===== src/rtl/shift_arb_pkg.sv =====
// Shared types and constants for the shift_arbiter block: FSM state encoding,
// datapath widths and the rotate-complement helper.
package shift_arb_pkg;

    localparam int DATA_W  = 8;
    localparam int SHAMT_W = 3;
    localparam int ID_W    = 1;

    typedef enum logic [1:0] {
        IDLE = 2'd0,
        EXEC = 2'd1,
        ROT2 = 2'd2,
        RESP = 2'd3
    } state_t;

    // Second-pass amount for a rotate: DATA_W - shamt, wrapped to SHAMT_W bits.
    function automatic logic [SHAMT_W-1:0] rot_comp(input logic [SHAMT_W-1:0] shamt);
        return SHAMT_W'(DATA_W - int'(shamt));
    endfunction

endpackage


===== src/rtl/shift_arbiter_shifter.sv =====
// Combinational logarithmic barrel shifter: logical shift left (i_dir=0) or
// right (i_dir=1), zero fill, one mux stage per shift-amount bit.
module Bidirectional_Barrel_Shifter #(
    parameter int W = 8,
    parameter int S = 3
) (
    input  logic [W-1:0] i_data,
    input  logic [S-1:0] i_shamt,
    input  logic         i_dir,
    output logic [W-1:0] o_data
);

    logic [W-1:0] w_stage;

    // NOTE: blocking assignments here are deliberate; each stage reads the
    // value the previous loop iteration just produced, which is pure logic.
    always_comb begin
        w_stage = i_data;
        for (int k = 0; k < S; k++) begin
            if (i_shamt[k]) begin
                w_stage = i_dir ? (w_stage >> (1 << k)) : (w_stage << (1 << k));
            end
        end
        o_data = w_stage;
    end

endmodule


===== src/rtl/shift_arbiter.sv =====
// Round-robin front end sharing one barrel shifter between two requesters.
// Define SHIFT_ARB_ROTATE_EN to enable two-pass rotates (ROT2 state).
module shift_arbiter
    import shift_arb_pkg::*;
#(
    parameter int RESET_PRIO = 0
) (
    input  logic               clk,
    input  logic               rst_n,

    input  logic               s0_valid,
    output logic               s0_ready,
    input  logic [DATA_W-1:0]  s0_data,
    input  logic [SHAMT_W-1:0] s0_shamt,
    input  logic               s0_dir,
    input  logic               s0_rot,

    input  logic               s1_valid,
    output logic               s1_ready,
    input  logic [DATA_W-1:0]  s1_data,
    input  logic [SHAMT_W-1:0] s1_shamt,
    input  logic               s1_dir,
    input  logic               s1_rot,

    output logic               m_valid,
    input  logic               m_ready,
    output logic [DATA_W-1:0]  m_data,
    output logic [ID_W-1:0]    m_id,
    output logic               busy
);

    localparam logic [ID_W-1:0] LAST_GRANT_RST = (RESET_PRIO == 0) ? ID_W'(1) : ID_W'(0);

    state_t              r_state;
    state_t              w_next_state;

    logic [DATA_W-1:0]   r_data;
    logic [SHAMT_W-1:0]  r_shamt;
    logic                r_dir;
    logic [ID_W-1:0]     r_id;
    logic [ID_W-1:0]     r_last_grant;
    logic [DATA_W-1:0]   r_acc;
`ifdef SHIFT_ARB_ROTATE_EN
    logic                r_rot;
    logic                w_sel_rot;
`else
    logic                w_unused_rot;
`endif

    logic [ID_W-1:0]     w_grant_id;
    logic                w_accept;
    logic [DATA_W-1:0]   w_sel_data;
    logic [SHAMT_W-1:0]  w_sel_shamt;
    logic                w_sel_dir;

    logic [SHAMT_W-1:0]  w_sh_shamt;
    logic                w_sh_dir;
    logic [DATA_W-1:0]   w_sh_out;

    // ------------------------------------------------------------------
    // Arbiter: a lone requester wins; on a tie the one not granted last wins.
    // ------------------------------------------------------------------
    always_comb begin
        w_grant_id = ID_W'(0);
        if (s0_valid && s1_valid) begin
            w_grant_id = ~r_last_grant;
        end else if (s1_valid) begin
            w_grant_id = ID_W'(1);
        end
    end

    // rst_n gates ready so nothing is offered while reset is held.
    always_comb begin
        s0_ready = 1'b0;
        s1_ready = 1'b0;
        if (rst_n && (r_state == IDLE)) begin
            s0_ready = s0_valid && (w_grant_id == ID_W'(0));
            s1_ready = s1_valid && (w_grant_id == ID_W'(1));
        end
    end

    assign w_accept    = s0_ready | s1_ready;
    assign w_sel_data  = (w_grant_id == ID_W'(1)) ? s1_data  : s0_data;
    assign w_sel_shamt = (w_grant_id == ID_W'(1)) ? s1_shamt : s0_shamt;
    assign w_sel_dir   = (w_grant_id == ID_W'(1)) ? s1_dir   : s0_dir;
`ifdef SHIFT_ARB_ROTATE_EN
    assign w_sel_rot   = (w_grant_id == ID_W'(1)) ? s1_rot   : s0_rot;
`else
    assign w_unused_rot = s0_rot ^ s1_rot;
`endif

    // ------------------------------------------------------------------
    // FSM: state register and next-state / shifter-control logic.
    // ------------------------------------------------------------------
    always_ff @(posedge clk or negedge rst_n) begin
        if (!rst_n) begin
            r_state <= IDLE;
        end else begin
            r_state <= w_next_state;
        end
    end

    // NOTE: every output of this block gets a default before the case, so no
    // path leaves a value unassigned and no latch is inferred.
    always_comb begin
        w_next_state = r_state;
        w_sh_shamt   = r_shamt;
        w_sh_dir     = r_dir;
        case (r_state)
            IDLE: begin
                if (w_accept) begin
                    w_next_state = EXEC;
                end
            end
            EXEC: begin
`ifdef SHIFT_ARB_ROTATE_EN
                if (r_rot && (r_shamt != '0)) begin
                    w_next_state = ROT2;
                end else begin
                    w_next_state = RESP;
                end
`else
                w_next_state = RESP;
`endif
            end
`ifdef SHIFT_ARB_ROTATE_EN
            ROT2: begin
                // Rotate = (x << n) | (x >> (W-n)), built over two passes.
                w_sh_shamt   = rot_comp(r_shamt);
                w_sh_dir     = ~r_dir;
                w_next_state = RESP;
            end
`endif
            RESP: begin
                if (m_ready) begin
                    w_next_state = IDLE;
                end
            end
            default: begin
                w_next_state = IDLE;
            end
        endcase
    end

    Bidirectional_Barrel_Shifter #(
        .W (DATA_W),
        .S (SHAMT_W)
    ) u_shifter (
        .i_data  (r_data),
        .i_shamt (w_sh_shamt),
        .i_dir   (w_sh_dir),
        .o_data  (w_sh_out)
    );

    // ------------------------------------------------------------------
    // Datapath: operand capture on handshake, accumulate shifter passes.
    // ------------------------------------------------------------------
    // NOTE: every register, including the result, resets so m_data/m_id read
    // zero after reset and an aborted operation leaves nothing behind.
    always_ff @(posedge clk or negedge rst_n) begin
        if (!rst_n) begin
            r_data       <= '0;
            r_shamt      <= '0;
            r_dir        <= 1'b0;
            r_id         <= '0;
            r_last_grant <= LAST_GRANT_RST;
            r_acc        <= '0;
`ifdef SHIFT_ARB_ROTATE_EN
            r_rot        <= 1'b0;
`endif
        end else begin
            if (w_accept) begin
                r_data       <= w_sel_data;
                r_shamt      <= w_sel_shamt;
                r_dir        <= w_sel_dir;
                r_id         <= w_grant_id;
                r_last_grant <= w_grant_id;
`ifdef SHIFT_ARB_ROTATE_EN
                r_rot        <= w_sel_rot;
`endif
            end
            if (r_state == EXEC) begin
                r_acc <= w_sh_out;
            end
`ifdef SHIFT_ARB_ROTATE_EN
            if (r_state == ROT2) begin
                r_acc <= r_acc | w_sh_out;
            end
`endif
        end
    end

    assign m_valid = (r_state == RESP);
    assign m_data  = r_acc;
    assign m_id    = r_id;
    assign busy    = (r_state != IDLE);

endmodule

===== config.mk =====
export PLATFORM = sky130hd
export DESIGN_NAME = shift_arbiter
export DESIGN_NICKNAME = d
export VERILOG_FILES = /design/src/rtl/shift_arb_pkg.sv /design/src/rtl/shift_arbiter_shifter.sv /design/src/rtl/shift_arbiter.sv
export SDC_FILE = /design/constraint.sdc
export NUM_CORES = 1
export LEC_CHECK = 0
export ABC_AREA = 1
export BUFFER_PORTS_ARGS = -buffer_cell sky130_fd_sc_hd__buf_2
export CORE_ASPECT_RATIO = 1.1
export CORE_MARGIN = 4
export CORE_UTILIZATION = 45
export CTS_BUF_LIST = sky130_fd_sc_hd__clkbuf_4 sky130_fd_sc_hd__clkbuf_8
export DETAILED_ROUTE_END_ITERATION = 10
export PLACE_DENSITY = 0.71
export SLEW_MARGIN = 20
export SYNTH_ARGS = -nofsm -noshare
export SYNTH_HDL_FRONTEND = slang
export SYNTH_SLANG_ARGS = --single-unit

===== constraint.sdc =====
create_clock -name clk -period 4.1 [get_ports clk]
set_clock_uncertainty 0.1 [all_clocks]
set_input_delay 0.205 -clock clk [delete_from_list [all_inputs] [get_ports clk]]
set_output_delay 0.205 -clock clk [all_outputs]
set_load 0.005 [all_outputs]

==> run summary <==
status = finished, final reports clean
synth top area cells = dfrtp_1 (39%), nand2_1 (22%), nand3_1 (9.2%)
slowest cell on the critical path = dlygate4sd3_1
clock-pin slew on the worst setup and hold paths = 0.13 ns
synthesized net count = 240
Startpoint Class = input pin
H-tree Lvls = 1
Hold Fails Final Rpt = 0
Worst Setup End Kind = output port
Die X = 62.3 um
grt total ovfl = 0
WS Path Type = input pin to output port
gpl congestion = 0.871
fmax = 494 MHz
I/O pins = 44
post-route insts no fill = 283
crit path time final = 2.03 ns
first drt pass iteration count = 4
pin count of the biggest net entering global routing = 27
flops & latches, synth = 24
layout cell share with drive strength beyond 1 = 29.3%
GRT Util Overall = 16.1%
slew margin rel. = 62.6%
CP required = 3.80 ns
Cells after Synth = 209
final wirelength = 3.26 mm
routed via count = 1459
Crit Path Max Fanout = 26
CTS Buf Count = 3
Tot Pwr = 1.33 mW
first-pass GRT wire length = 5.63 mm
Synth cell types = 21
Final HPWL DP = 2.49 mm
critical path's largest stage delay = 0.52 ns
Post-CTS Resized = 0
crit-path cells = dlygate4sd3_1, buf_2, nand4_2, nor2_1, buf_2
Arrival @ worst endpoint = 1.72 ns
Root Driver = clkbuf_4
CTS tree = built
Slew Limit Fails = 0
ANT nets after route = 0
Hold WC Path Type = input pin to flip-flop
critical path's most frequent cell = buf_2
Fin Hold WS = 0.0258 ns
Least-Margin Pin Slew = 0.562 ns
nets = 281
Final Cycle Share = 49.4%
pre-CTS setup slack = 2.42 ns
final worst slack = 2.07 ns
WL/cell = 11.5 um
postcts setup bufs = 0
Layout area overhead = 17.2%
residual DRC count = 0
# hold bufs at CTS = 1
Lkg Pwr = 0.927 nW
number of DRC markers in iteration 0 = 50
clk sink count = 24
P per Cell Area = 777 mW/mm2
placed cell count = 278
clock latency on the worst-skew pair = 0.31 ns
final setup fails = 0
initial antenna violation count = 0
RSZ-0062 raised after global routing = false
Synth top area share = 39.4%
TNS Setup = 0 ns
die area = 0.00422 mm2
die height = 67.8 um
area leader, netlist = dfrtp_1
max-cap viol count = 0
CTS Buffer Depth = 2
Yosys Warn Count = 0
Max VDD drop = 0.000405 V
# port buffers = 41
Synth Cell Area = 0.00146 mm2
area of the core = 0.00307 mm2
Syn Area/Cell = 6.99 um2
Initial Utilization = 47.5%
ant diodes = 0
number of global-route vias before repair = 1330
FP Rows = 21
via/cell ratio = 5.16
sequential area share after synthesis = 41.2%
-- cell families after synthesis --
kind of cell | synth area share [%]
compound gates | 7.88
buf+inv | 5.99
simple gates | 44.9
flops | 41.2
-- critical path, delay by kind of cell --
family / cells / cell delay, ns
buffers and inverters: 3 / 1.11
and+or+nand+nor: 2 / 0.40
-- final timing paths --
kind,startpoint,endpoint,slack [ns],cells past startpoint
min reg2reg,r_last_grant,r_last_grant,0.38,2
max,rst_n,s0_ready,2.07,5
max reg2reg,r_shamt[0],m_data[2],2.49,7
min in group asynchronous,rst_n,m_data[7],0.29,2
max in group asynchronous,rst_n,r_last_grant,3.23,2
min,s0_data[6],r_data[6],0.03,3
-- flip-flops by register name, summed over array words and instances, names as in the netlist --
name,count
r_shamt,3
m_id,1
r_state,2
r_dir,1
r_last_grant,1
r_data,8
m_data,8
-- Yosys cell counts, drive strengths merged --
library cell	n
a21oi	8
or2	7
nor2	21
clkbuf	1
nand2	86
a31oi	12
dfrtp	23
nand4	2
dfstp	1
buf	5
inv	12
nand3	31
-- per-stage QoR --
stage	util [%]	instance area (um2)
2_1_floorplan	-	1460
3_3_place_gp	54.2	1670
3_5_place_dp	54.2	1670
4_1_cts	55.7	1710
5_1_grt	55.7	1710
6_report	55.7	1710
-- power breakdown --
| part | switching [mW] | total, mW | internal, mW |
|---|---|---|---|
| combinational | 0.442 | 0.724 | 0.283 |
| sequential | 0.123 | 0.479 | 0.356 |
| clock | 0.0727 | 0.127 | 0.0543 |
| total | 0.637 | 1.33 | 0.693 |
-- final cells by class --
cell class | count | area, um2
Multi-Input combinational cell | 167 | 772
Sequential cell | 24 | 602
Tap cell | 34 | 42.5
Inverter | 12 | 45.0
Timing Repair Buffer | 42 | 215
Clock buffer | 4 | 36.3
Fill cell | 320 | 1360
-- per-layer routing --
layer	share of wire (%)	GRT usage, %
met1	47	21.2
met2	47	26.9
met3	4.8	2.50
met4	1.0	5.84
met5	0	0
-- cell usage in the layout, fill, tap and decap left out --
cell | synthesis | layout
dlygate4sd3_1 | 0 | 1
nand3_2 | 4 | 4
nor2_2 | 3 | 3
clkbuf_8 | 0 | 1
buf_2 | 1 | 41
nand2_2 | 1 | 1
nor2_1 | 18 | 18
or2_2 | 7 | 7
a21oi_1 | 8 | 8
nand4_2 | 1 | 1
nand4_1 | 1 | 1
clkbuf_4 | 0 | 3
nand3_1 | 27 | 27
nand2_4 | 1 | 1
dfrtp_1 | 23 | 23
nand2_1 | 84 | 84
dfstp_2 | 1 | 1
inv_1 | 2 | 2
inv_2 | 10 | 10
a31oi_1 | 12 | 12
Power figures use the tool's default switching activity.
